--- src/rtl/imem_loader_pkg.sv ---
// Shared types and constants for the instruction-memory boot loader.
package imem_loader_pkg;

  localparam int BYTES_PER_WORD = 4;
  localparam int LEN_WIDTH      = 16;

  typedef enum logic [2:0] {
    IDLE   = 3'd0,
    LEN_LO = 3'd1,
    LEN_HI = 3'd2,
    DATA   = 3'd3,
    CSUM   = 3'd4,
    DONE   = 3'd5,
    ERROR  = 3'd6
  } state_t;

endpackage

--- src/rtl/imem_loader_word_assembler.sv ---
// Packs a little-endian byte stream into 32-bit words. The merged word and
// its completion flag are presented combinationally in the cycle the last
// lane is accepted so the parent can register the memory write directly.
module word_assembler
  import imem_loader_pkg::*;
(
  input  logic        clk,
  input  logic        reset,
  input  logic        clear,
  input  logic        byte_valid,
  input  logic [7:0]  byte_data,
  output logic        word_valid,
  output logic [31:0] word
);

  localparam int IDX_W = $clog2(BYTES_PER_WORD);

  logic [IDX_W-1:0] idx_q, idx_d;
  logic [31:0]      asm_q, asm_d;
  logic [31:0]      merged;

  // Insert the incoming byte into its lane and advance the lane index.
  always_comb begin
    merged = asm_q;
    case (idx_q)
      2'd0:    merged[7:0]   = byte_data;
      2'd1:    merged[15:8]  = byte_data;
      2'd2:    merged[23:16] = byte_data;
      default: merged[31:24] = byte_data;
    endcase

    asm_d = asm_q;
    idx_d = idx_q;
    if (clear) begin
      asm_d = '0;
      idx_d = '0;
    end else if (byte_valid) begin
      asm_d = merged;
      idx_d = idx_q + IDX_W'(1);
    end
  end

  assign word_valid = byte_valid && (idx_q == IDX_W'(BYTES_PER_WORD - 1));
  assign word       = merged;

  // Lane storage and index, cleared by synchronous active-low reset.
  always_ff @(posedge clk) begin
    if (!reset) begin
      idx_q <= '0;
      asm_q <= '0;
    end else begin
      idx_q <= idx_d;
      asm_q <= asm_d;
    end
  end

endmodule

--- src/rtl/imem_loader.sv ---
// Boot-time instruction-memory loader: receives a length-prefixed, XOR
// checksummed byte frame, writes packed words to sequential addresses and
// releases the core only after a fully verified load.
//
// state  | meaning
// IDLE   | after reset, core held, waiting for start
// LEN_LO | expecting low byte of word count
// LEN_HI | expecting high byte of word count, range-checked
// DATA   | receiving payload, one memory write per 4 bytes
// CSUM   | expecting checksum byte
// DONE   | load verified, core released
// ERROR  | length or checksum failure, core held
module imem_loader
  import imem_loader_pkg::*;
#(
  parameter int ADDR_WIDTH = 8,
  parameter int MAX_WORDS  = 256
) (
  input  logic                  clk,
  input  logic                  reset,
  input  logic                  start,
  input  logic                  rx_valid,
  input  logic [7:0]            rx_data,
  output logic                  rx_ready,
  output logic                  imem_we,
  output logic [ADDR_WIDTH-1:0] imem_addr,
  output logic [31:0]           imem_wdata,
  output logic                  core_hold,
  output logic                  load_done,
  output logic                  load_error
);

  localparam logic [LEN_WIDTH:0] MAX_N = (LEN_WIDTH + 1)'(MAX_WORDS);

  state_t                state_q;
  logic                  rx_ready_q;
  logic                  imem_we_q;
  logic [ADDR_WIDTH-1:0] imem_addr_q;
  logic [31:0]           imem_wdata_q;
  logic                  core_hold_q;
  logic                  load_done_q;
  logic                  load_error_q;

  logic [7:0]            len_lo_q;
  logic [LEN_WIDTH-1:0]  words_left_q;
  logic [ADDR_WIDTH-1:0] word_idx_q;
  logic [7:0]            csum_q;

  logic                  byte_acc;
  logic                  load_start;
  logic                  asm_byte_valid;
  logic                  asm_word_valid;
  logic [31:0]           asm_word;
  logic [LEN_WIDTH-1:0]  len_n;

  assign byte_acc       = rx_valid && rx_ready_q;
  assign load_start     = start && ((state_q == IDLE) || (state_q == DONE) ||
                                    (state_q == ERROR));
  assign asm_byte_valid = byte_acc && (state_q == DATA);
  assign len_n          = {rx_data, len_lo_q};

  word_assembler u_word_assembler (
    .clk        (clk),
    .reset      (reset),
    .clear      (load_start),
    .byte_valid (asm_byte_valid),
    .byte_data  (rx_data),
    .word_valid (asm_word_valid),
    .word       (asm_word)
  );

  // Frame FSM with counters, checksum and registered outputs; the write
  // registers are separate from the assembler so a byte can be accepted in
  // the same cycle the previous word is being written.
  always_ff @(posedge clk) begin
    if (!reset) begin
      state_q      <= IDLE;
      rx_ready_q   <= 1'b0;
      imem_we_q    <= 1'b0;
      imem_addr_q  <= '0;
      imem_wdata_q <= '0;
      core_hold_q  <= 1'b1;
      load_done_q  <= 1'b0;
      load_error_q <= 1'b0;
      len_lo_q     <= '0;
      words_left_q <= '0;
      word_idx_q   <= '0;
      csum_q       <= '0;
    end else begin
      imem_we_q <= 1'b0;
      case (state_q)
        IDLE, DONE, ERROR: begin
          if (start) begin
            state_q      <= LEN_LO;
            rx_ready_q   <= 1'b1;
            core_hold_q  <= 1'b1;
            load_done_q  <= 1'b0;
            load_error_q <= 1'b0;
            len_lo_q     <= '0;
            words_left_q <= '0;
            word_idx_q   <= '0;
            csum_q       <= '0;
          end
        end
        LEN_LO: begin
          if (byte_acc) begin
            len_lo_q <= rx_data;
            state_q  <= LEN_HI;
          end
        end
        LEN_HI: begin
          if (byte_acc) begin
            if ({1'b0, len_n} > MAX_N) begin
              state_q      <= ERROR;
              rx_ready_q   <= 1'b0;
              load_error_q <= 1'b1;
            end else if (len_n == '0) begin
              state_q <= CSUM;
            end else begin
              state_q      <= DATA;
              words_left_q <= len_n;
            end
          end
        end
        DATA: begin
          if (byte_acc) begin
            csum_q <= csum_q ^ rx_data;
            if (asm_word_valid) begin
              imem_we_q    <= 1'b1;
              imem_addr_q  <= word_idx_q;
              imem_wdata_q <= asm_word;
              words_left_q <= words_left_q - LEN_WIDTH'(1);
              // Index stops at the last word so it never passes N-1.
              if (words_left_q == LEN_WIDTH'(1)) begin
                state_q <= CSUM;
              end else begin
                word_idx_q <= word_idx_q + ADDR_WIDTH'(1);
              end
            end
          end
        end
        CSUM: begin
          if (byte_acc) begin
            rx_ready_q <= 1'b0;
            if (rx_data == csum_q) begin
              state_q     <= DONE;
              load_done_q <= 1'b1;
              core_hold_q <= 1'b0;
            end else begin
              state_q      <= ERROR;
              load_error_q <= 1'b1;
              core_hold_q  <= 1'b1;
            end
          end
        end
        default: begin
          state_q    <= IDLE;
          rx_ready_q <= 1'b0;
        end
      endcase
    end
  end

  assign rx_ready   = rx_ready_q;
  assign imem_we    = imem_we_q;
  assign imem_addr  = imem_addr_q;
  assign imem_wdata = imem_wdata_q;
  assign core_hold  = core_hold_q;
  assign load_done  = load_done_q;
  assign load_error = load_error_q;

endmodule

--- config.mk ---
export PLATFORM = sky130hd
export DESIGN_NAME = imem_loader
export DESIGN_NICKNAME = d
export VERILOG_FILES = /design/src/rtl/imem_loader_pkg.sv /design/src/rtl/imem_loader_word_assembler.sv /design/src/rtl/imem_loader.sv
export SDC_FILE = /design/constraint.sdc
export NUM_CORES = 1
export LEC_CHECK = 0
export BUFFER_PORTS_ARGS = -buffer_cell sky130_fd_sc_hd__buf_4
export CAP_MARGIN = 20
export CORE_MARGIN = 2
export CORE_UTILIZATION = 64
export CTS_CLUSTER_DIAMETER = 60
export CTS_CLUSTER_SIZE = 12
export DETAILED_ROUTE_END_ITERATION = 10
export MAX_ROUTING_LAYER = met4
export PLACE_DENSITY_LB_ADDON = 0.2
export SLEW_MARGIN = 20
export SYNTH_ARGS = -nofsm -noshare
export SYNTH_HDL_FRONTEND = slang
export SYNTH_SLANG_ARGS = --single-unit
--- constraint.sdc ---
create_clock -name clk -period 3.1 [get_ports clk]
set_input_delay 0.31 -clock clk [delete_from_list [all_inputs] [get_ports clk]]
set_output_delay 0.31 -clock clk [all_outputs]
set_load 0.005 [all_outputs]
Yosys cells after proc, flatten, opt, wreduce, memory -nomap -nowiden
Index checks and enable logic that the tools add are counted.
{"block": "word_totals", "reg_bits": 122, "in_bits": 12, "output_inout_bits": 45, "wordCells": 123}
{"block": "classes", "addsub": 3, "magnitude_cmp": 1, "n_eq_ne": 24, "n_mux": 49, "bitwise": 3, "reduce_logical": 29}
{"cell": "$mux W16", "n": 6}
{"cell": "$mux W8", "n": 10}
{"cell": "$pmux W16 S3", "n": 1}
{"cell": "$pmux W8 S2", "n": 3}
{"cell": "$mux W3", "n": 9}
{"cell": "$ne A2 B2 Y1 const B", "n": 12}
{"cell": "$eq A16 B1 Y1 const B", "n": 1}
{"cell": "$gt A16 B9 Y1 const B", "n": 1}
{"cell": "$logic_not A16 Y1", "n": 1}
{"cell": "$sub A16 B1 Y16 const B", "n": 1}
{"cell": "$pmux W3 S5", "n": 1}
{"cell": "$reduce_and A3 Y1", "n": 5}
{"cell": "$mux W1", "n": 14}
{"cell": "$reduce_and A7 Y1", "n": 2}
{"cell": "$reduce_and A5 Y1", "n": 2}
{"cell": "$eq A3 B3 Y1 const B", "n": 3}
{"cell": "$add A8 B1 Y8 const B", "n": 1}
{"cell": "$eq A8 B8 Y1", "n": 1}
{"cell": "$xor A8 B8 Y8", "n": 1}
{"cell": "$eq A3 B2 Y1 const B", "n": 2}
{"cell": "$reduce_and A6 Y1", "n": 1}
{"cell": "$reduce_bool A2 Y1", "n": 3}
{"cell": "$reduce_bool A3 Y1", "n": 2}
{"cell": "$reduce_or A3 Y1", "n": 2}
{"cell": "other kinds (16)", "n": 24}

Depth between registers and ports, before layout
Gate-level depths: netlist of run 1.
{"block": "depth", "ltp_word": 6, "mapped_depth": 8, "depth_no_buf": 7}

Modules after synthesis
Synthesis of run 1 repeated with hierarchy kept, for this count alone.
{"block": "hier_totals", "cells_unflattened": 722, "area_unflattened_um2": 6233.5}
{"module": "imem_loader", "n_inst": 1, "cells_per_inst": 528, "area_each_um2": 4327.9, "seq_area_each_um2": 1761.7}
{"module": "word_assembler", "n_inst": 1, "cells_per_inst": 194, "area_each_um2": 1905.6, "seq_area_each_um2": 680.7}

Worst setup path before layout of run 1
Ideal clock, no wire load.
{"block": "synth_timing", "kind": "register -> register", "from": "register len_lo_q[0]", "to": "register words_left_q[8]", "setup_time_ns": 0.129, "t_arrival_ns": 1.836, "t_required_ns": 2.971, "path_slack_ns": 1.135, "path_stages_with_launch": 7, "n_path_buf": 1, "period_less_slack_ns": 1.965, "path_cell_list": "dfxtp_1 or4_1 o21a_1 o31a_4 buf_6 o311ai_2 o31ai_1"}
{"block": "synth_via", "elab_chain_cells": 3, "elab_cells_between_ends": 5, "cone_classes": "order compare (1); eq/ne (2); reduce/logical (2)"}
{"element": "start: declaration", "line": "imem_loader.sv:44", "text": "logic [7:0] len_lo_q;"}
{"element": "start signal: assignment", "line": "imem_loader.sv:107", "text": "len_lo_q <= rx_data;"}
{"element": "$gt A16 B9 Y1 / $logic_not A16 Y1 (equally long branches)", "line": "imem_loader.sv:113, imem_loader.sv:117"}
{"element": "$ne A2 B2 Y1 (no line)"}
{"element": "$reduce_and A7 Y1 (no line) *"}
{"element": "end signal: assignment", "line": "imem_loader.sv:121", "text": "words_left_q <= len_n;"}
{"element": "end signal: assignment", "line": "imem_loader.sv:132", "text": "words_left_q <= words_left_q - LEN_WIDTH'(1);"}
{"element": "end: declaration", "line": "imem_loader.sv:45", "text": "logic [LEN_WIDTH-1:0] words_left_q;"}
Every way passes the cells marked *; elsewhere a longest branch is shown, timed or not.
A chain may end at the register's enable or synchronous reset.

Worst setup path in the final report of run 1
{"block": "layout_timing", "from": "register state_q[2]", "to": "register words_left_q[0]"}
{"block": "layout_via", "elab_chain_cells": 5, "elab_cells_between_ends": 17, "cone_classes": "eq/ne (10); mux (1); reduce/logical (6)"}
{"element": "start: declaration", "line": "imem_loader.sv:35", "text": "state_t state_q;"}
{"element": "start signal: assignment", "line": "imem_loader.sv:77", "text": "state_q <= IDLE;"}
{"element": "start signal: assignment", "line": "imem_loader.sv:94", "text": "state_q <= LEN_LO;"}
{"element": "start signal: assignment", "line": "imem_loader.sv:108", "text": "state_q <= LEN_HI;"}
{"element": "$eq A3 B2 Y1", "line": "imem_loader.sv:59, imem_loader.sv:91"}
{"element": "$logic_and A1 B1 Y1", "line": "imem_loader.sv:59", "text": "assign asm_byte_valid = byte_acc && (state_q == DATA);"}
{"element": "$logic_and A1 B1 Y1", "line": "imem_loader_word_assembler.sv:43", "text": "assign word_valid = byte_valid && (idx_q == IDX_W'(BYTES_PER_WORD - 1));"}
{"element": "$ne A2 B2 Y1 (no line)"}
{"element": "$reduce_and A7 Y1 (no line)"}
Parallel ways exist; a longest one is shown, timed or not.

==> run_results.csv, run 1 <==
group,metric,value,unit
pwr,powerDensity,654,mW/mm^2
final_layout,final_util,0.771,
global_route,antenna_found_initial,0,
final_layout,fin_cells,859,
sta,period_share,0.864,
min_path,hold_start,"reset",
clocking,clk_path_buf_depth,2,
placed_design,gp_congestion,1.02,
clocking,numCtsBuffers,17,
clocking,htree_levels,4,
clocking,clkSinkCount,122,
worst_setup_path,critical_path_class,"reg -> reg",
worst_setup_path,rr_startpoint,"state_q[2]",
final_layout,num-fill-cells,606,
synth,synth_cell_types,58,
worst_setup_path,critPathMaxStageDelay,0.73,ns
clocking,cts_hold_buf,0,
placed_design,dp_hpwl,9220,um
clocking,clk_latency,0.53,ns
synth,netlist_top_cells_area,"dfxtp_1 (42%), a21oi_1 (8.2%), mux2i_1 (6.1%), nand2_1 (5.3%), a211oi_1 (4.4%)",
worst_setup_path,start_kind,"flop",
final_layout,fin_area,0.00672,sq mm
synth,synth.largest_area_cell,"dfxtp_1",
routing,via_per_inst,6.39,
routing,routed_wl,14600,um
final_layout,final_common_cell,"dfxtp_1",
pwr,max-vdd-ir-drop,0.473,mV
clocking,cts_tree,"done",
final_layout,syn2layout_area_growth,16.5,%
sta,clock.fmax,373,MHz
synth,synth-edff-count,0,
clocking,clk_pin_slew,0.06,ns
sta,fin_skew,0.0117,ns
min_path,holdPathStages,2,
synth,synth_area,0.00577,sq mm
min_path,hold_class,"in -> reg",
global_route,grt_max_degree,74,
pwr,p_leak,2.29,nW
clocking,cts_root_buf,"clkbuf_8",
floorplanning,io_pins,57,
floorplanning,coreArea,0.00872,sq mm
floorplanning,initial_core_util,0.662,
clocking,postCtsSetupBuffers,0,
final_layout,drive_gt1_frac,0.146,
worst_setup_path,reg2reg_slack,0.42,ns
placed_design,port_buffers,56,
sta,relSlewSlack,0.391,
synth,ys_async_sr_fraction,0,
synth,synth_warnings,0,
run,maxCapViolations,0,
worst_setup_path,cp_top_family,"simple AND/OR/NAND/NOR gates",
placed_design,place_inst,828,
synth,yosysSeqAreaShare,0.423,
worst_setup_path,endpoint_kind,"flop",
sta,final_max_slew_viol_count,0,
floorplanning,die_w,99.0,um
global_route,grt.total_usage,0.311,
final_layout,multi_input_area,0.00304,sq mm
worst_setup_path,cp.required,3.53,ns
placed_design,post_dp_cell_area,0.00618,sq mm
final_layout,num-nets-final,759,
sta,fin_tns_setup,0,ns
worst_setup_path,worstReg2RegEnd,"words_left_q[0]",
routing,dr.pass1.iters,6,
synth,ys_seq_elements,122,
min_path,min_to,"core_hold",
clocking,ctsResizeCount,0,
synth,postSynthAreaPerCell,8.12,sq um
routing,avgRoutedWirePerCell,17.0,um
synth,synthFlopType,"dfxtp_1",
global_route,grt_pass1_wl,23900,um
worst_setup_path,slowest_stage,"nor2_1",
floorplanning,dieArea,0.00979,sq mm
sta,rsz0062_at_grt,"false",
global_route,grt_pass1_vias,5030,
sta,setup_viol,0,
routing,first_iter_violations,715,
synth,yosysTopAreaCellShare,0.423,
routing,vias,5492,
worst_setup_path,r2r_cells,5,
pwr,fin_total_pwr,0.00440,W
floorplanning,die_h,99.0,um
worst_setup_path,critical_path_arrival,3.11,ns
sta,report.final.hold_viol_count,0,
final_layout,final_cell_mix,"dfxtp_1 (122), a21oi_1 (94), nand2_1 (82)",
worst_setup_path,crit_buf_inv,1,
worst_setup_path,path_common_cell,"nor2_1",
global_route,gr-total-overflow,0,
final_layout,seqCellArea,0.00244,sq mm
worst_setup_path,cp_cell_sequence,"inv_1, o311a_1, nor2_1, nor2_1, o32ai_1",
worst_setup_path,cp_max_fo,15,
floorplanning,fp-row-count,34,
outcome,outcome,"complete, no violations",
routing,drc,0,
sta,worst_pin_slew,0.910,ns
synth,synth_fp_nets,731,
final_layout,diodes,0,
routing,ant_nets,0,
synth,syn_inst,711,
sta,period_minus_slack,2.68,ns
-- cells in the mapped netlist, types with 3 or more instances --
library cell,number
a211oi_1,34
a21oi_1,94
a32o_1,3
and3_1,3
buf_1,3
buf_2,9
clkbuf_1,46
dfxtp_1,122
ha_1,8
inv_1,12
mux2i_1,35
nand2_1,82
nand2b_1,8
nand3_1,47
nand3b_1,10
nand4_1,6
nor2_1,65
nor2b_1,3
nor3_1,15
nor4_1,11
o211ai_1,5
o21ai_0,15
o21ai_1,4
o311ai_0,3
o311ai_1,5
o31ai_1,5
or3_1,6
or4_1,6
xnor2_1,10
-- power breakdown --
| group | internal, W | total [W] | leakage, nW | switching, W |
|---|---|---|---|---|
| clock network | 0.00105 | 0.00179 | 0.265 | 0.000741 |
| registers | 0.00161 | 0.00169 | 0.983 | 0.0000810 |
| logic | 0.000307 | 0.000913 | 1.04 | 0.000605 |
| total | 0.00297 | 0.00440 | 2.29 | 0.00143 |
-- registers in the layout, summed over array words and instances, names as in the netlist, 2 cells and up --
signal                  count
state_q                     3
words_left_q               16
len_lo_q                    8
word_idx_q                  8
imem_wdata                 32
u_word_assembler.idx_q      2
imem_addr                   8
u_word_assembler.asm_q     32
csum_q                      8
-- cell type report --
| class | instances | share of cell area |
|---|---|---|
| Tap cell | 108 | 0.0201 |
| Clock buffer | 20 | 0.0677 |
| Timing Repair Buffer | 69 | 0.0770 |
| Sequential cell | 122 | 0.363 |
| Inverter | 13 | 0.00726 |
| Multi-Input combinational cell | 516 | 0.452 |
| Clock inverter | 11 | 0.0128 |
-- kinds of logic after synthesis --
| logic type | share of synthesized area |
|---|---|
| AND/OR/NAND/NOR | 0.224 |
| AO/OA/AOI/OAI | 0.207 |
| flip-flops | 0.423 |
| buffers and inverters | 0.0510 |
| multiplexers | 0.0607 |
| XOR/XNOR | 0.0167 |
| adder cells (fa/ha/maj) | 0.0173 |
-- worst max path at each step --
stage / to / depth (start not counted) / startpoint
final: words_left_q[0] / 5 / state_q[2]
after global routing: words_left_q[0] / 5 / state_q[2]
after CTS: words_left_q[0] / 5 / state_q[2]
after detailed placement: words_left_q[0] / 5 / state_q[2]
after global placement: words_left_q[0] / 5 / state_q[2]
after floorplan: words_left_q[8] / 6 / len_lo_q[0]
-- worst register-to-register path: stages, from the launching register on --
cell and delay [ns]:
dfxtp_1 0.58, inv_1 0.24, o311a_1 0.48, nor2_1 0.73, nor2_1 0.27, o32ai_1 0.29
-- metrics by stage --
stage                     hold WS (ns)  setup WS [ns]
final                            0.109          0.421
after global routing             0.116          0.289
after CTS                       0.0924          0.496
after detailed placement         0.444          0.515
after global placement           0.436          0.656
after floorplan                  0.436           1.13
-- routing by layer --
metal / global-route usage / share of wire / vias up
met5: - / 0 / -
met4: 0.133 / 0.025 / 0
met3: 0.0567 / 0.081 / 46
met2: 0.489 / 0.49 / 272
met1: 0.394 / 0.41 / 2542
li1: - / - / 2632
Note: power is estimated with default switching activity, not from simulation.
==> run 2, diff against run 1 <==
ABC_AREA = 1   (was unset)
==> run 2 against run 1 <==
Against the previous run:
- first-iteration DRC count shrank 45%
- critical endpoint is now imem_wdata[1]
- worst setup slack gained 0.11 ns
- area after synthesis grew 3.3%
- maximum frequency grew 4.2%
- flip-flop and latch count is the same
- highest routed layer unchanged
- via count grew 9.3%
- sequential power grew 7%
- critical path depth grew 3
- global-route usage grew 1.8 points
- sequential share of layout area shrank 1.1 points
- combinational power grew 110%
- cell area grew 3.2%
==> run_results.csv, run 2 <==
group,metric,value,unit
outcome,outcome,"complete, no violations",
final_layout,num-fill-cells,662,
worst_setup_path,cp.required,3.57,ns
clocking,clk_path_buf_depth,2,
floorplanning,die_h,101,um
min_path,holdPathStages,3,
synth,syn_inst,886,
routing,vias,6005,
sta,final.setup.worst_slack,0.528,ns
floorplanning,io_pins,57,
floorplanning,fp-row-count,35,
clocking,clkSinkCount,122,
synth,netlist_top_cells_area,"dfxtp_1 (41%), nand2_1 (20%), nor2_1 (6.5%), nand3_1 (5.2%), o21ai_0 (5.1%)",
floorplanning,die_w,101,um
sta,setup_viol,0,
routing,first_iter_violations,396,
global_route,grt_max_degree,67,
sta,report.final.hold_viol_count,0,
clocking,ctsResizeCount,0,
clocking,postCtsSetupBuffers,0,
global_route,grt_pass1_wl,26000,um
synth,synth.largest_area_cell,"dfxtp_1",
final_layout,final_common_cell,"nand2_1",
clocking,clk_pin_slew,0.07,ns
sta,period_minus_slack,2.57,ns
sta,relSlewSlack,0.512,
final_layout,final_cell_mix,"nand2_1 (311), dfxtp_1 (122), nor2_1 (104)",
worst_setup_path,rr_startpoint,"state_q[1]",
worst_setup_path,cp_max_fo,37,
synth,synthMuxAreaShare,0,
pwr,p_leak,3.07,nW
synth,yosysTopAreaCellShare,0.410,
sta,fin_tns_setup,0,ns
pwr,max-vdd-ir-drop,0.671,mV
placed_design,dp_hpwl,9960,um
global_route,grt_pass1_vias,5619,
clocking,cts_tree,"done",
routing,dr.pass1.iters,6,
global_route,grt.total_usage,0.328,
routing,routed_wl,15500,um
synth,ys_async_sr_fraction,0,
min_path,hold_start,"rx_data[7]",
worst_setup_path,start_kind,"flop",
final_layout,diodes,0,
worst_setup_path,worstReg2RegEnd,"imem_wdata[1]",
synth,ys_seq_elements,122,
final_layout,seqCellArea,0.00244,sq mm
sta,worst_pin_slew,0.731,ns
synth,synthSimpleGateAreaFrac,0.349,
sta,rsz0062_at_grt,"false",
sta,final_max_slew_viol_count,0,
run,maxCapViolations,0,
min_path,min_to,"len_lo_q[7]",
synth,postSynthAreaPerCell,6.73,sq um
clocking,numCtsBuffers,17,
synth,synth_warnings,0,
routing,via_per_inst,5.72,
placed_design,port_buffers,56,
pwr,fin_total_pwr,0.00576,W
sta,clock.fmax,389,MHz
placed_design,dp_worst_setup_slack,0.585,ns
synth,synthFlopType,"dfxtp_1",
final_layout,syn2layout_area_growth,16.4,%
worst_setup_path,r2r_cells,8,
worst_setup_path,endpoint_kind,"flop",
final_layout,num-nets-final,946,
synth,synth_fp_nets,906,
pwr,powerDensity,830,mW/mm^2
final_layout,drive_gt1_frac,0.153,
floorplanning,dieArea,0.0101,sq mm
synth,yosysSeqAreaShare,0.410,
worst_setup_path,reg2reg_slack,0.53,ns
floorplanning,initial_core_util,0.651,
synth,synth.most_common_cell,"nand2_1",
clocking,clk_latency,0.53,ns
final_layout,multi_input_area,0.00306,sq mm
global_route,antenna_found_initial,0,
synth,synth_cell_types,30,
synth,synthAdderAreaFrac,0.0168,
worst_setup_path,critical_path_class,"reg -> reg",
synth,yosys.area_share.xor_xnor,0.00588,
routing,avgRoutedWirePerCell,14.8,um
worst_setup_path,critical_path_arrival,3.04,ns
min_path,hold_class,"in -> reg",
placed_design,gp_congestion,0.923,
synth,ys_top_cells_by_count,"nand2_1 (311), dfxtp_1 (122), nor2_1 (104)",
clocking,htree_levels,4,
routing,ant_nets,0,
synth,synth_area,0.00596,sq mm
clocking,cts_root_buf,"clkbuf_8",
global_route,gr-total-overflow,0,
floorplanning,coreArea,0.00915,sq mm
synth,synth_top_family_by_area,"simple AND/OR/NAND/NOR gates",
synth,synth-edff-count,0,
routing,drc,0,
clocking,cts_hold_buf,0,
synth,synth_compound_gate_area_share,0.141,
sta,period_share,0.830,
sta,fin_skew,0.0120,ns
[run 2: worst max path at each step]
| stage | start | endpoint | slack (ns) | cells past startpoint |
|---|---|---|---|---|
| 6_report | state_q[1] | imem_wdata[1] | 0.53 | 8 |
| 5_1_grt | state_q[1] | imem_wdata[3] | 0.31 | 8 |
| 4_1_cts | state_q[1] | imem_wdata[3] | 0.55 | 8 |
| 3_5_place_dp | state_q[1] | imem_wdata[3] | 0.59 | 8 |
| 3_3_place_gp | state_q[1] | imem_wdata[13] | 0.75 | 8 |
| 2_1_floorplan | u_word_assembler.idx_q[0] | words_left_q[13] | 1.60 | 9 |
[run 2: cells by family after synthesis]
| family | count (synthesis) |
|---|---|
| AO/OA/AOI/OAI | 142 |
| buffers and inverters | 106 |
| flip-flops | 122 |
| AND/OR/NAND/NOR | 504 |
| XOR/XNOR | 4 |
| adder cells (fa/ha/maj) | 8 |
[run 2: critical path: stages (launching register included)]
cell     delay [ns]
dfxtp_1        0.44
nand2_2        0.12
nor2_4         0.33
nand2_4        0.33
nor2_2         0.40
inv_2          0.09
nor2_4         0.53
nand2_1        0.15
nand2_1        0.09
[run 2: layer usage]
layer  vias to the layer above  global-route usage  wire length [um]
met1                      2757               0.399              6370
met5                         -                   -                 0
li1                       2897                   -                 -
met2                       305               0.532              7580
met3                        46              0.0659              1160
met4                         0               0.141               392
[run 2: metrics by stage]
step,instance area [sq um],instances,hold slack (ns),utilization
6_report,6940,1050,0.101,0.758
3_3_place_gp,6340,1018,0.448,0.692
3_5_place_dp,6340,1018,0.457,0.692
5_1_grt,6940,1050,0.106,0.758
2_1_floorplan,5960,886,0.440,-
4_1_cts,6940,1050,0.0950,0.758
[run 2: report_power, final]
group          total, W  leakage (nW)  switching, W  internal, W
Combinational   0.00194          1.80       0.00140     0.000535
Clock           0.00201         0.284      0.000772      0.00124
Sequential      0.00181         0.988      0.000105      0.00171
Total           0.00576          3.07       0.00228      0.00348
[run 2: cell type report]
class | count | share of cell area
clock buffer | 17 | 0.0597
sequential | 122 | 0.352
clock inverter | 15 | 0.0272
multi-input combinational | 658 | 0.440
tap | 111 | 0.0200
timing repair buffer | 59 | 0.0638
inverter | 68 | 0.0368
